`config.mk`:
```
export PLATFORM = sky130hd
export DESIGN_NAME = dmem_arbiter_flat
export DESIGN_NICKNAME = d
export VERILOG_FILES = /design/src/rtl/dmem_arbiter_if.sv /design/src/rtl/dmem_arbiter.sv /design/src/flat_wrapper.sv
export SDC_FILE = /design/constraint.sdc
export NUM_CORES = 1
export LEC_CHECK = 0
export BUFFER_PORTS_ARGS = -buffer_cell sky130_fd_sc_hd__buf_4
export CELL_PAD_IN_SITES_DETAIL_PLACEMENT = 1
export CELL_PAD_IN_SITES_GLOBAL_PLACEMENT = 1
export CORE_MARGIN = 4
export CORE_UTILIZATION = 25
export DETAILED_ROUTE_END_ITERATION = 8
export PLACE_DENSITY_LB_ADDON = 0.1
export SLEW_MARGIN = 20
export SYNTH_ARGS = -nofsm -noshare
export SYNTH_HDL_FRONTEND = slang
export SYNTH_SLANG_ARGS = --single-unit
```
`constraint.sdc`:
```
create_clock -name clk -period 2.6 [get_ports clk]
set_input_delay 0.13 -clock clk [delete_from_list [all_inputs] [get_ports clk]]
set_output_delay 0.13 -clock clk [all_outputs]
set_load 0.005 [all_outputs]
```
`src/rtl/dmem_arbiter_if.sv`:
```
// Bus bundle for dmem_arbiter: the CPU MEM-stage port, the DMA burst port and
// the DataMemory port.
//   slave  : the arbiter's view. Requests and mem_rdata come in; grants, stall,
//            returned data and the memory command go out.
//   master : the surrounding system's view, with every direction reversed.
// LEN_W sets the width of dma_len. A burst is dma_len+1 words.
interface dmem_arbiter_if #(
    parameter int LEN_W = 4
);
    // CPU MEM stage
    logic             cpu_rd;
    logic             cpu_wr;
    logic [31:0]      cpu_addr;
    logic [31:0]      cpu_wdata;
    logic [31:0]      cpu_rdata;
    logic             cpu_stall;
    // DMA requester
    logic             dma_req;
    logic             dma_wr;
    logic [31:0]      dma_addr;
    logic [LEN_W-1:0] dma_len;
    logic [31:0]      dma_wdata;
    logic             dma_gnt;
    logic             dma_valid;
    logic [31:0]      dma_rdata;
    logic             dma_done;
    // DataMemory
    logic             mem_rd;
    logic             mem_wr;
    logic [31:0]      mem_addr;
    logic [31:0]      mem_wdata;
    logic [31:0]      mem_rdata;

    modport slave (
        input  cpu_rd, cpu_wr, cpu_addr, cpu_wdata,
        output cpu_rdata, cpu_stall,
        input  dma_req, dma_wr, dma_addr, dma_len, dma_wdata,
        output dma_gnt, dma_valid, dma_rdata, dma_done,
        output mem_rd, mem_wr, mem_addr, mem_wdata,
        input  mem_rdata
    );

    modport master (
        output cpu_rd, cpu_wr, cpu_addr, cpu_wdata,
        input  cpu_rdata, cpu_stall,
        output dma_req, dma_wr, dma_addr, dma_len, dma_wdata,
        input  dma_gnt, dma_valid, dma_rdata, dma_done,
        input  mem_rd, mem_wr, mem_addr, mem_wdata,
        output mem_rdata
    );
endinterface

```
`src/rtl/dmem_arbiter.sv`:
```
// dmem_arbiter: lets the CPU MEM stage and a DMA burst engine share one
// single-port DataMemory.
// The CPU has priority and passes straight through while the arbiter is idle.
// The DMA gets fixed-length word bursts of dma_len+1 beats. A wait counter
// forces the DMA onto the bus after MAX_WAIT blocked cycles. While a burst owns
// the bus, cpu_stall follows the CPU's request.
// Ports:
//   clk   : system clock
//   reset : synchronous, active-high reset
//   bus   : dmem_arbiter_if.slave (CPU, DMA and DataMemory signals)
// Parameters:
//   MAX_WAIT : blocked idle cycles before the DMA is forced in (>= 1)
//   LEN_W    : width of dma_len
module dmem_arbiter #(
    parameter int MAX_WAIT = 8,
    parameter int LEN_W    = 4
) (
    input  logic           clk,
    input  logic           reset,
    dmem_arbiter_if.slave  bus
);
    // The counter only has to reach MAX_WAIT-1.
    localparam int WAIT_W = (MAX_WAIT > 1) ? $clog2(MAX_WAIT) : 1;
    localparam logic [WAIT_W-1:0] WAIT_LAST = WAIT_W'(MAX_WAIT - 1);

    typedef enum logic [1:0] {
        ST_IDLE  = 2'd0,
        ST_BURST = 2'd1,
        ST_DONE  = 2'd2
    } state_t;

    state_t            state_q, state_d;
    logic [WAIT_W-1:0] wait_cnt_q, wait_cnt_d;
    logic [LEN_W-1:0]  beat_q, beat_d;
    logic [LEN_W-1:0]  len_q, len_d;
    logic [31:0]       base_q, base_d;
    logic              wr_q, wr_d;

    logic        cpu_busy;
    logic        mem_rd, mem_wr, dma_gnt, dma_valid, dma_done, cpu_stall;
    logic [31:0] mem_addr, mem_wdata, cpu_rdata, dma_rdata;

    assign cpu_busy = bus.cpu_rd | bus.cpu_wr;

    always_ff @(posedge clk) begin
        if (reset) begin
            state_q    <= ST_IDLE;
            wait_cnt_q <= '0;
            beat_q     <= '0;
            len_q      <= '0;
            base_q     <= '0;
            wr_q       <= 1'b0;
        end else begin
            state_q    <= state_d;
            wait_cnt_q <= wait_cnt_d;
            beat_q     <= beat_d;
            len_q      <= len_d;
            base_q     <= base_d;
            wr_q       <= wr_d;
        end
    end

    always_comb begin
        state_d    = state_q;
        wait_cnt_d = wait_cnt_q;
        beat_d     = beat_q;
        len_d      = len_q;
        base_d     = base_q;
        wr_d       = wr_q;

        // The CPU owns the bus unless a burst is running.
        mem_rd     = bus.cpu_rd;
        mem_wr     = bus.cpu_wr;
        mem_addr   = bus.cpu_addr;
        mem_wdata  = bus.cpu_wdata;
        cpu_rdata  = bus.mem_rdata;
        cpu_stall  = 1'b0;
        dma_gnt    = 1'b0;
        dma_valid  = 1'b0;
        dma_rdata  = '0;
        dma_done   = 1'b0;

        case (state_q)
            ST_IDLE: begin
                if (bus.dma_req) begin
                    if (!cpu_busy || wait_cnt_q == WAIT_LAST) begin
                        base_d     = bus.dma_addr;
                        len_d      = bus.dma_len;
                        wr_d       = bus.dma_wr;
                        beat_d     = '0;
                        wait_cnt_d = '0;
                        state_d    = ST_BURST;
                    end else begin
                        wait_cnt_d = wait_cnt_q + 1'b1;
                    end
                end else begin
                    wait_cnt_d = '0;
                end
            end
            ST_BURST: begin
                dma_gnt   = 1'b1;
                dma_valid = 1'b1;
                cpu_stall = cpu_busy;
                cpu_rdata = '0;
                // Word-align the base, then step by whole words. The 32-bit
                // add wraps naturally past 0xFFFFFFFC.
                mem_addr  = (base_q & 32'hFFFF_FFFC) + (32'(beat_q) << 2);
                mem_rd    = ~wr_q;
                // Suppress the write in a reset cycle, so an interrupted burst
                // commits nothing more.
                mem_wr    = wr_q & ~reset;
                mem_wdata = bus.dma_wdata;
                dma_rdata = bus.mem_rdata;
                if (beat_q == len_q) begin
                    state_d = ST_DONE;
                end else begin
                    beat_d = beat_q + 1'b1;
                end
            end
            ST_DONE: begin
                // One cycle handback. A still-asserted dma_req is looked at
                // again in IDLE.
                dma_done = 1'b1;
                state_d  = ST_IDLE;
            end
            default: begin
                state_d = ST_IDLE;
            end
        endcase
    end

    assign bus.mem_rd    = mem_rd;
    assign bus.mem_wr    = mem_wr;
    assign bus.mem_addr  = mem_addr;
    assign bus.mem_wdata = mem_wdata;
    assign bus.cpu_rdata = cpu_rdata;
    assign bus.cpu_stall = cpu_stall;
    assign bus.dma_gnt   = dma_gnt;
    assign bus.dma_valid = dma_valid;
    assign bus.dma_rdata = dma_rdata;
    assign bus.dma_done  = dma_done;
endmodule
```
`src/flat_wrapper.sv`:
```
// flat-port wrapper written by rule: the top's interface ports become plain ports
module dmem_arbiter_flat 
#(
    parameter int MAX_WAIT = 8,
    parameter int LEN_W    = 4
)
  (clk, reset, bus_cpu_rd, bus_cpu_wr, bus_cpu_addr, bus_cpu_wdata, bus_cpu_rdata, bus_cpu_stall, bus_dma_req, bus_dma_wr, bus_dma_addr, bus_dma_len, bus_dma_wdata, bus_dma_gnt, bus_dma_valid, bus_dma_rdata, bus_dma_done, bus_mem_rd, bus_mem_wr, bus_mem_addr, bus_mem_wdata, bus_mem_rdata);
  dmem_arbiter_if #(.LEN_W(LEN_W)) bus_i ();
  input  logic clk;
  input  logic reset;
  input wire logic [$bits(bus_i.cpu_rd)-1:0] bus_cpu_rd;
  input wire logic [$bits(bus_i.cpu_wr)-1:0] bus_cpu_wr;
  input wire logic [$bits(bus_i.cpu_addr)-1:0] bus_cpu_addr;
  input wire logic [$bits(bus_i.cpu_wdata)-1:0] bus_cpu_wdata;
  output wire logic [$bits(bus_i.cpu_rdata)-1:0] bus_cpu_rdata;
  output wire logic [$bits(bus_i.cpu_stall)-1:0] bus_cpu_stall;
  input wire logic [$bits(bus_i.dma_req)-1:0] bus_dma_req;
  input wire logic [$bits(bus_i.dma_wr)-1:0] bus_dma_wr;
  input wire logic [$bits(bus_i.dma_addr)-1:0] bus_dma_addr;
  input wire logic [$bits(bus_i.dma_len)-1:0] bus_dma_len;
  input wire logic [$bits(bus_i.dma_wdata)-1:0] bus_dma_wdata;
  output wire logic [$bits(bus_i.dma_gnt)-1:0] bus_dma_gnt;
  output wire logic [$bits(bus_i.dma_valid)-1:0] bus_dma_valid;
  output wire logic [$bits(bus_i.dma_rdata)-1:0] bus_dma_rdata;
  output wire logic [$bits(bus_i.dma_done)-1:0] bus_dma_done;
  output wire logic [$bits(bus_i.mem_rd)-1:0] bus_mem_rd;
  output wire logic [$bits(bus_i.mem_wr)-1:0] bus_mem_wr;
  output wire logic [$bits(bus_i.mem_addr)-1:0] bus_mem_addr;
  output wire logic [$bits(bus_i.mem_wdata)-1:0] bus_mem_wdata;
  input wire logic [$bits(bus_i.mem_rdata)-1:0] bus_mem_rdata;
  assign bus_i.cpu_rd = bus_cpu_rd;
  assign bus_i.cpu_wr = bus_cpu_wr;
  assign bus_i.cpu_addr = bus_cpu_addr;
  assign bus_i.cpu_wdata = bus_cpu_wdata;
  assign bus_cpu_rdata = bus_i.cpu_rdata;
  assign bus_cpu_stall = bus_i.cpu_stall;
  assign bus_i.dma_req = bus_dma_req;
  assign bus_i.dma_wr = bus_dma_wr;
  assign bus_i.dma_addr = bus_dma_addr;
  assign bus_i.dma_len = bus_dma_len;
  assign bus_i.dma_wdata = bus_dma_wdata;
  assign bus_dma_gnt = bus_i.dma_gnt;
  assign bus_dma_valid = bus_i.dma_valid;
  assign bus_dma_rdata = bus_i.dma_rdata;
  assign bus_dma_done = bus_i.dma_done;
  assign bus_mem_rd = bus_i.mem_rd;
  assign bus_mem_wr = bus_i.mem_wr;
  assign bus_mem_addr = bus_i.mem_addr;
  assign bus_mem_wdata = bus_i.mem_wdata;
  assign bus_i.mem_rdata = bus_mem_rdata;
  dmem_arbiter #(.MAX_WAIT(MAX_WAIT), .LEN_W(LEN_W)) u_core (.clk(clk), .reset(reset), .bus(bus_i));
endmodule
```
# --- After elaboration in Yosys (flattened, before gate mapping) ---
# Index checks and enable logic that the tools add are counted.
word_totals:
  input_bits: 170
  reg_bits: 46
  out_inout_bits: 134
  wordCells: 47
classes:
  addsub: 3
  n_eq_ne: 8
  bitwise: 4
  reduce_logical: 7
  muxes: 19
ops:
  columns: ["operator", "count"]
  rows:
  - ["$mux W32", 4]
  - ["$add A32 B6 Y32", 1]
  - ["$mux W4", 3]
  - ["$pmux W4 S2", 1]
  - ["$mux W2", 3]
  - ["$mux W3", 2]
  - ["$reduce_and A3 Y1", 2]
  - ["$mux W1", 5]
  - ["$add A4 B1 Y4 const B", 1]
  - ["$eq A4 B4 Y1", 1]
  - ["$ne A2 B1 Y1 const B", 2]
  - ["$ne A2 B2 Y1 const B", 2]
  - ["$pmux W2 S2", 1]
  - ["$reduce_and A4 Y1", 1]
  - ["$add A3 B1 Y3 const B", 1]
  - ["$eq A3 B3 Y1 const B", 1]
  - ["$eq A2 B1 Y1 const B", 1]
  - ["$eq A2 B2 Y1 const B", 1]
  - ["$logic_not A2 Y1", 1]
  - ["$not A1 Y1", 2]
  - ["$reduce_bool A2 Y1", 1]
  - ["$and A1 B1 Y1", 1]
  - ["$logic_not A1 Y1", 1]
  - ["$logic_or A1 B1 Y1", 1]
  - ["$or A1 B1 Y1", 1]

# --- Longest topological paths before layout ---
logic_depth:
  ltp_word: 6
  mapped_depth: 8
  ltp_nobuf: 6

# --- Least setup slack after synthesis ---
# Ideal clock, no wire load.
synth_timing:
  path_type: "register -> output"
  startpoint: "reg u_core.beat_q[0]"
  endpoint: "out bus_mem_addr[18]"
  required_time_ns: 2.470
  slack_ns: 0.487
  path_buffers: 1
  t_arrival_ns: 1.983
  stages_incl_launch_ff: 8
  cell_sequence: "dfxtp_1 > ha_1 > fa_1 > a211o_1 > nand2_1 > buf_4 > or4_2 > a31oi_1"
synth_between:
  elab_chain_len: 2
synth_rtl:
  columns: ["element", "line_no", "text"]
  rows:
  - ["start: declaration", "dmem_arbiter.sv:34", "logic [LEN_W-1:0] beat_q, beat_d;"]
  - ["start signal: assignment", "dmem_arbiter.sv:56", "beat_q <= beat_d;"]
  - ["$add A32 B6 Y32", "dmem_arbiter.sv:107", "mem_addr = (base_q & 32'hFFFF_FFFC) + (32'(beat_q) << 2);"]
  - ["$mux W32", "dmem_arbiter.sv:83", "case (state_q)"]
  - ["end: declaration", "flat_wrapper.sv:28", "output wire logic [$bits(bus_i.mem_addr)-1:0] bus_mem_addr;"]
# No other way between the ends.

# --- Final worst setup path ---
layout_timing:
  startpoint: "reg u_core.base_q[18]"
  endpoint: "out bus_mem_addr[24]"
layout_between:
  elab_chain_len: 2
layout_rtl:
  columns: ["element", "line_no", "text"]
  rows:
  - ["start: declaration", "dmem_arbiter.sv:36", "logic [31:0] base_q, base_d;"]
  - ["start signal: assignment", "dmem_arbiter.sv:58", "base_q <= base_d;"]
  - ["$add A32 B6 Y32", "dmem_arbiter.sv:107", null]
  - ["$mux W32", "dmem_arbiter.sv:83", null]
# No other way between the ends.

==> summary.md <==
| Metric | Value |
|---|---|
| Comb power frac | 28.9% |
| Slew @ Worst Pin | 0.540 ns |
| WL/cell | 18.5 µm |
| Sw Share | 24.9% |
| #FFs+latches synth | 44 |
| Initial DRC Count | 202 |
| CP Class | reg2out |
| Syn Nets | 760 |
| CTS tree | done |
| Data required, critical path | 2.47 ns |
| Fmax | 397 MHz |
| Place WS | 0.0919 ns |
| Cell Pwr Density | 357 mW/mm² |
| CTS Buf Count | 5 |
| Max-slew violations | 0 |
| First-pass GRT wire length | 28100 µm |
| Status | finished, final reports clean |
| Total of max-cap violations | 0 |
| Sequential Area | 891 µm² |
| Slowest stage delay, CP | 0.61 ns |
| Post-synthesis cell area | 0.00376 mm² |
| Avg Inst Size Synth | 6.46 µm² |
| Post-synth EDFFs | 0 |
| Largest net degree at the start of global routing | 55 |
| Sequential fraction of the synthesis area | 23.4% |
| Relative slew slack | 63.5% |
| Routed Antenna Nets | 0 |
| Worst Setup End Kind | output pin |
| Worst hold path type | in2reg |
| Clock skew | 0.00404 ns |
| Vias | 5143 |
| Critical Path Slowest Stage Cell | or4_4 |
| Initial Utilization | 25.7% |
| Die X | 131 µm |
| Synth warn | 0 |
| DR pass1 iterations | 4 |
| Initial antenna violation count | 1 |
| Clock Latency Late Sink | 0.29 ns |
| DRT Wirelength | 19500 µm |
| Area contributors post-synth | dfxtp_1 23%, nand2_1 20%, and2_1 11% |
| Final period utilization | 96.9% |
| I/O pin total | 304 |
| P&R area growth vs syn | 72.4% |
| Non-filler cells, final | 1049 |
| Synth async-reset ratio | 0% |
| Final Setup Violations | 0 |
| # hold bufs at CTS | 0 |
| Leakage Power | 3.03 nW |
| Rows | 44 |
| CORE AREA | 0.0146 mm² |
| Clk network pwr share | 39.7% |
| Vias in the first global route | 5172 |
| Total net switching power | 0.576 mW |
| Most frequent cells in the layout | 316 x buf_4, 194 x nand2_1, 66 x and2_1 |
| Distinct cells, synth | 57 |
| DIE AREA | 0.0171 mm² |
| Htree depth | 2 |
| Final min period | 2.52 ns |
| Crit path DAT | 2.39 ns |
| FILL cells | 1864 |
| DRC | 0 |
| Crit path cell chain | nand4_2, or4_4, or4_1, a31oi_1, buf_4 |
| CP Buf/Inv Count | 1 |
| Power consumption | 2.31 mW |
| Reg clk slew, reported paths | 0.06 ns |
| CTS Sinks | 44 |
| CP max FO | 8 |
| Nets | 1042 |
| Mapped Cells | 582 |
| Util after Layout | 44.3% |
| GPL Wtd Cong | 0.886 |
| Die Y-Extent | 131 µm |
| DR vias/cell | 4.90 |
| CP delay by family, top | simple AND/OR/NAND/NOR gates |
| Placed cells | 1039 |
| Setup TNS | 0 ns |
| Detailed placer's ending HPWL | 15900 µm |
| Share of power burned in registers | 31.4% |
| Global Route Usage Sum | 20.9% |
| Predominant post-synthesis flop cell | dfxtp_1 |
| Buffers on Ports | 301 |
| Fin. Hold Viols | 0 |
| Setup crit start kind | flop |
| Diode count | 0 |
| Post-synth top area share | 23.4% |
| Overflow after GRT | 0 |
| Internal Power | 1.74 mW |
| Layout cells sized above 1 | 40.8% |
| Commonest non-fill, non-tap cell in the layout | buf_4 |
| Area of the multi-input gates | 0.00274 mm² |
| Worst setup margin | 0.0803 ns |
| Largest buffer count on any clock path | 2 |
| Root buffer cell | clkbuf_16 |
| VDD IR-drop max | 0.000364 V |
| Yosys top cell by area | dfxtp_1 |
==> sequential cells by signal, indices dropped and copies added (netlist names) <==
register           flops
u_core.base_q         30
u_core.beat_q          4
u_core.len_q           4
u_core.wait_cnt_q      3
u_core.state_q         2
u_core.wr_q            1
==> path summary, 6_finish.rpt <==
path | start | endpoint | slack (ns) | cells after the start
hold / removal | bus_dma_addr[19] | u_core.base_q[19]$_SDFFE_PP0P_ | 0.09 | 3
hold reg to reg | u_core.wr_q$_SDFFE_PP0P_ | u_core.wr_q$_SDFFE_PP0P_ | 0.47 | 2
setup reg to reg | u_core.wait_cnt_q[0]$_SDFFE_PP0P_ | u_core.beat_q[2]$_SDFFE_PP0P_ | 0.55 | 7
setup / recovery | u_core.base_q[18]$_SDFFE_PP0P_ | bus_mem_addr[24] | 0.08 | 5
==> final cells by class <==
type                       count  share of cell area [%]
inverter                       5                   0.309
clock inverter                 3                    1.39
multi-input combinational    491                    42.2
tap                          184                    3.55
sequential                    44                    13.7
timing repair buffer         317                    36.9
clock buffer                   5                    1.93
==> timing repair <==
action	4_1_cts	5_1_grt
cloned	0	0
resized for setup	8	12
setup buffers	0	2
endpoints found under the setup margin	10	8
pin swaps	0	6
==> stage by stage <==
step,cell area [µm²],hold WS (ns)
4_1_cts,6420,0.0810
2_1_floorplan,3760,0.266
3_5_place_dp,6170,0.391
6_report,6480,0.0850
5_1_grt,6480,0.0855
3_3_place_gp,6170,0.376
==> power by group through the flow <==
stage / sequential (mW) / combinational, mW / clock (mW)
4_1_cts: 0.725 / 0.679 / 0.943
5_1_grt: 0.730 / 0.730 / 0.969
3_5_place_dp: 0.740 / 0.676 / 0
2_1_floorplan: 0.730 / 0.218 / 0
6_report: 0.726 / 0.668 / 0.919
3_3_place_gp: 0.738 / 0.660 / 0
==> synthesized netlist by cell type, drive strengths merged, types with 5 or more instances <==
cell,instances
nand2,196
and2,66
dfxtp,44
a21oi,40
clkbuf,34
nor2,26
a31oi,18
o21ai,17
nand3,15
or4,15
nand4,12
o31ai,10
xnor2,10
nor3,9
buf,8
ha,7
inv,5
or3,5
==> worst min-delay path: cells and delay by family <==
| kind | cells | cell delay (ns) |
|---|---|---|
| AO/OA/AOI/OAI | 1 | 0.05 |
| buffers and inverters | 1 | 0.11 |
| AND/OR/NAND/NOR | 1 | 0.05 |
==> routing by layer <==
metal	wire length [µm]	global-route usage, %
met2	10100	38.0
met1	7500	24.3
met3	1340	4.96
met5	12	0
met4	504	6.35
==> cells by family (layout without fill, tap and decap cells) <==
group	after synthesis	count (layout)	synth area share [%]
AOI/OAI and AO/OA	106	106	17.3
adders and majority gates	8	8	2.86
xor gates and xnor gates	11	11	2.56
buffers and inverters	47	330	6.19
and+or+nand+nor	366	366	47.7
DFF	44	44	23.4
Power figures use the tool's default switching activity.
